## config.mk

```make
export PLATFORM = sky130hd
export DESIGN_NAME = instr_fetch
export DESIGN_NICKNAME = d
export VERILOG_FILES = /design/src/rtl/instr_fetch.sv
export SDC_FILE = /design/constraint.sdc
export NUM_CORES = 1
export LEC_CHECK = 0
export CAP_MARGIN = 5
export CORE_UTILIZATION = 49
export CTS_CLUSTER_DIAMETER = 30
export DETAILED_ROUTE_END_ITERATION = 6
export PLACE_DENSITY_LB_ADDON = 0.3
export SLEW_MARGIN = 0
export SYNTH_ARGS = -nofsm -noshare
export SYNTH_HDL_FRONTEND = slang
export SYNTH_SLANG_ARGS = --single-unit
```

## constraint.sdc

```tcl
create_clock -name clk -period 6.1 [get_ports clk]
set_input_delay 1.83 -clock clk [delete_from_list [all_inputs] [get_ports clk]]
set_output_delay 1.83 -clock clk [all_outputs]
set_load 0.01 [all_outputs]
```

## src/rtl/instr_fetch.sv

```systemverilog
// Instruction-fetch front end: BOOT -> FETCH -> ISSUE sequencer holding the PC.
// Define FETCH_PERF_EN to add the perf_retired / perf_stall counters.
module instr_fetch #(
  parameter logic [31:0] RESET_PC = 32'h0000_0000
) (
  input  logic        clk,
  input  logic        rst_n,
  output logic        imem_req,
  output logic [31:0] imem_addr,
  input  logic        imem_ack,
  input  logic [31:0] imem_rdata,
  output logic [31:0] instruction,
  output logic        instr_valid,
  input  logic        instr_ready,
  input  logic        is_jump,
  input  logic        is_branch,
  input  logic        branch_taken,
  input  logic [15:0] imm16,
  input  logic [25:0] addr26,
  output logic [31:0] pc,
`ifdef FETCH_PERF_EN
  output logic [31:0] perf_retired,
  output logic [31:0] perf_stall,
`endif
  output logic [31:0] pc_plus4
);

  typedef enum logic [1:0] {
    BOOT  = 2'd0,
    FETCH = 2'd1,
    ISSUE = 2'd2
  } state_e;

  state_e      state_q, state_d;
  logic [31:0] pc_q, pc_d;
  logic [31:0] instr_q, instr_d;
  logic [31:0] next_pc;
  logic [31:0] branch_off;
  logic        accept;
  logic        retire;

  assign accept     = (state_q == FETCH) && imem_ack;
  assign retire     = (state_q == ISSUE) && instr_ready;
  assign pc_plus4   = pc_q + 32'd4;
  assign branch_off = {{14{imm16[15]}}, imm16, 2'b00};

  // Jump beats branch when the decoder asserts both.
  always_comb begin
    if (is_jump)
      next_pc = {pc_plus4[31:28], addr26, 2'b00};
    else if (is_branch && branch_taken)
      next_pc = pc_plus4 + branch_off;
    else
      next_pc = pc_plus4;
  end

  // NOTE: state uses non-blocking assignments so every register samples the
  // pre-edge values of its peers, independent of statement order.
  always_ff @(posedge clk or negedge rst_n) begin
    if (!rst_n) begin
      state_q <= BOOT;
      pc_q    <= RESET_PC;
      instr_q <= 32'h0;
    end else begin
      state_q <= state_d;
      pc_q    <= pc_d;
      instr_q <= instr_d;
    end
  end

  // NOTE: every comb output is defaulted first so no path leaves it unassigned
  // and a latch is never inferred.
  always_comb begin
    state_d = state_q;
    pc_d    = pc_q;
    instr_d = instr_q;
    unique case (state_q)
      BOOT:  state_d = FETCH;
      FETCH: if (accept) begin
        instr_d = imem_rdata;
        state_d = ISSUE;
      end
      ISSUE: if (retire) begin
        pc_d    = next_pc;
        state_d = FETCH;
      end
      default: state_d = BOOT;
    endcase
  end

  always_comb begin
    imem_req    = (state_q == FETCH);
    instr_valid = (state_q == ISSUE);
    imem_addr   = pc_q;
    pc          = pc_q;
    instruction = instr_q;
  end

`ifdef FETCH_PERF_EN
  logic [31:0] retired_q, stall_q;

  always_ff @(posedge clk or negedge rst_n) begin
    if (!rst_n) begin
      retired_q <= 32'h0;
      stall_q   <= 32'h0;
    end else begin
      if (retire)
        retired_q <= retired_q + 32'd1;
      if ((state_q == FETCH) && !imem_ack)
        stall_q <= stall_q + 32'd1;
    end
  end

  assign perf_retired = retired_q;
  assign perf_stall   = stall_q;
`endif

endmodule

```

==> flow_metrics.env, run 1 <==
export IMPL_synth_edf_count=0
export IMPL_rsz0062_at_grt="false"
export IMPL_synth_cell_area_mm2=0.00543
export IMPL_ctsResizeCount=0
export IMPL_cts_buffers=9
export IMPL_drt_vias_per_instance=5.89
export IMPL_min_period_ps=5440
export IMPL_die_width_um=107
export IMPL_ys_flop_type="dfrtp_1"
export IMPL_cp_arrival_ps=3610
export IMPL_placed_cells=916
export IMPL_ant_nets=0
export IMPL_ir_drop_uv=331
export IMPL_diodes=0
export IMPL_rows=38
export IMPL_yosys_area_top_type="dfrtp_1"
export IMPL_vias=5492
export IMPL_layout_cells_non_filler=932
export IMPL_power_density_mw_per_mm2=513
export IMPL_worst_slack_ps=656
export IMPL_hold_viol_final=0
export IMPL_cts_clk_slew_worst_paths_ps=80
export IMPL_max_cap_violations=0
export IMPL_syn_inst=625
export IMPL_grt_max_degree=49
export IMPL_ys_warn_count=0
export IMPL_final_core_util_pct=68.9
export IMPL_yosys_area_top_type_share_pct=29.5
export IMPL_dpl_hpwl_mm=13.3
export IMPL_slew_headroom_pct=18.6
export IMPL_nets=905
export IMPL_critPathMaxFanout=6
export IMPL_setup_tns_ps=0
export IMPL_grt_usage_pct=31.0
export IMPL_post_place_ws_ps=1020
export IMPL_grt_pass1_wl_mm=27.6
export IMPL_post_drt_wl_per_cell_um=18.9
export IMPL_htree_levels=3
export IMPL_clock_sinks=64
export IMPL_antenna_found_initial=0
export IMPL_gp_congestion=0.924
export IMPL_core_area_mm2=0.0108
export IMPL_dieArea_mm2=0.0115
export IMPL_avgSynthCellArea_um2=8.69
export IMPL_crit_type="reg2out"
export IMPL_fin_skew_ps=13.2
export IMPL_overflow=0
export IMPL_cp_start_kind="flip-flop"
export IMPL_layout_commonest_cell="clkdlybuf4s50_1"
export IMPL_power_leakage_nw=3.08
export IMPL_drive_above_1_share_pct=8.33
export IMPL_drt_initial_drc_count=364
export IMPL_worstMarginPinSlew_ps=1220
export IMPL_drcViolationCount=0
export IMPL_setup_viol=0
export IMPL_total_power_mw=3.83
export IMPL_timing_hold_ws_ps=504
export IMPL_synth_area_leaders="dfrtp_1, ha_1, mux2_2"
export IMPL_synth_seq_area_share_pct=29.5
export IMPL_hold_path_class="reg2reg"
export IMPL_start_util_pct=50.1
export IMPL_cp_required_ps=4270
export IMPL_area_growth_pct=37.5
export IMPL_wl_mm=17.6
export IMPL_ys_types=60
export IMPL_nFillCells=879
export IMPL_insertion_delay_ps=360
export IMPL_slew_viol_final=0
export IMPL_ys_ff_latch=64
export IMPL_status="completed"
export IMPL_post_cts_buffers=0
export IMPL_dieHeight_um=107
export IMPL_final_area_mm2=0.00747
export IMPL_dr_pass1_iters=5
export IMPL_dpl_cell_area_mm2=0.00726
export IMPL_final_cell_mix="clkdlybuf4s50_1, dfrtp_1, nand2_1, a21oi_1, nor2_1"
export IMPL_clock_path_buffers=2
export IMPL_end_kind="output pin"
export IMPL_timing_final_crit_share_pct=89.2
export IMPL_fmax_mhz=184
export IMPL_io_pins=211
export IMPL_portBuffers=204
export IMPL_hold_buffers=0
export IMPL_cts_tree="built"
export IMPL_async_flop_share_pct=100
export IMPL_grt_pass1_vias=5375
export IMPL_root_buffer="clkbuf_8"
-- final timing paths --
path                                    to  slack [ps]          from  depth (start not counted)
hold reg to reg                 state_q[0]         500    state_q[1]                          1
min in group asynchronous  instruction[14]        1410         rst_n                          1
setup / recovery              pc_plus4[30]         660  imem_addr[2]                          8
max in group asynchronous  instruction[26]        3690         rst_n                          2
hold / removal                  state_q[0]         500    state_q[1]                          1
setup reg to reg             imem_addr[31]        1720  imem_addr[2]                         15
-- cells in the mapped netlist (10+ instances only) --
master and instances:
xor2_1 15, nand2_1 59, dfrtp_1 64, nor2_1 46, mux2_2 33, a211oi_1 10
a21o_1 15, o21ai_0 27, ha_1 36, a21oi_1 53, and3_1 12, clkbuf_1 15
xnor2_1 30, nand3_1 17, buf_4 38, nand4_1 16
-- report_power, final --
group	total, mW	leakage, nW	switching, mW	internal [mW]
Sequential	0.866	0.762	0.237	0.629
Clock	0.389	0.0936	0.196	0.193
Combinational	2.58	2.22	1.24	1.33
Total	3.83	3.08	1.68	2.16
-- layout make-up --
| class | count | area (um2) | area share [%] |
|---|---|---|---|
| Timing Repair Buffer | 209 | 2070 | 27.8 |
| Tap cell | 140 | 175 | 2.35 |
| Inverter | 10 | 37.5 | 0.503 |
| Sequential cell | 64 | 1600 | 21.4 |
| Multi-Input combinational cell | 493 | 3380 | 45.2 |
| Clock buffer | 9 | 124 | 1.66 |
| Clock inverter | 7 | 81.3 | 1.09 |
-- cell families (layout without fill, tap and decap cells) --
group	after synthesis	count (layout)	share of synthesized area, %
compound gates	172	172	20.2
xor+xnor	45	45	7.25
fa+ha+maj	37	37	8.66
buf+inv	73	235	8.73
flops	64	64	29.5
mux	41	41	8.31
other cells	1	6	0.0690
simple gates	192	192	17.3
-- worst max-delay path, stage by stage, from the launching register on --
cell,delay (ps)
dfrtp_1,460
ha_1,250
nand2_1,120
nor4_2,480
nand4_1,460
nor2b_1,390
nand3_1,140
xnor2_1,350
clkdlybuf4s50_1,620
-- sequential cells by signal, summed over array words and instances (netlist names) --
name / count
instruction: 32
state_q: 2
imem_addr: 30
-- per-layer routing --
layer / up-vias / GRT usage [%] / wire length (um)
met2: 233 / 51.4 / 8700
li1: 2556 / - / -
met5: - / 0 / 0
met4: 0 / 9.59 / 295
met3: 26 / 6.54 / 1430
met1: 2677 / 40.3 / 7200
(Power assumes the default switching activity.)
==> inputs of run 2 (changes only) <==
--- a/config.mk
+++ b/config.mk
@@ -9,6 +9,7 @@
 export CORE_UTILIZATION = 49
 export CTS_CLUSTER_DIAMETER = 30
 export DETAILED_ROUTE_END_ITERATION = 6
+export HOLD_SLACK_MARGIN = 0.05
 export PLACE_DENSITY_LB_ADDON = 0.3
 export SLEW_MARGIN = 0
 export SYNTH_ARGS = -nofsm -noshare
==> results of run 2 <==
Final layout, timing and power as in run 1 (identical DEF).
==> inputs of run 3 (changes only) <==
--- a/config.mk
+++ b/config.mk
@@ -5,6 +5,7 @@
 export SDC_FILE = /design/constraint.sdc
 export NUM_CORES = 1
 export LEC_CHECK = 0
+export ABC_CLOCK_PERIOD_IN_PS = 6100
 export CAP_MARGIN = 5
 export CORE_UTILIZATION = 49
 export CTS_CLUSTER_DIAMETER = 30
==> results of run 3 <==
Final layout, timing and power as in run 1 (identical DEF).
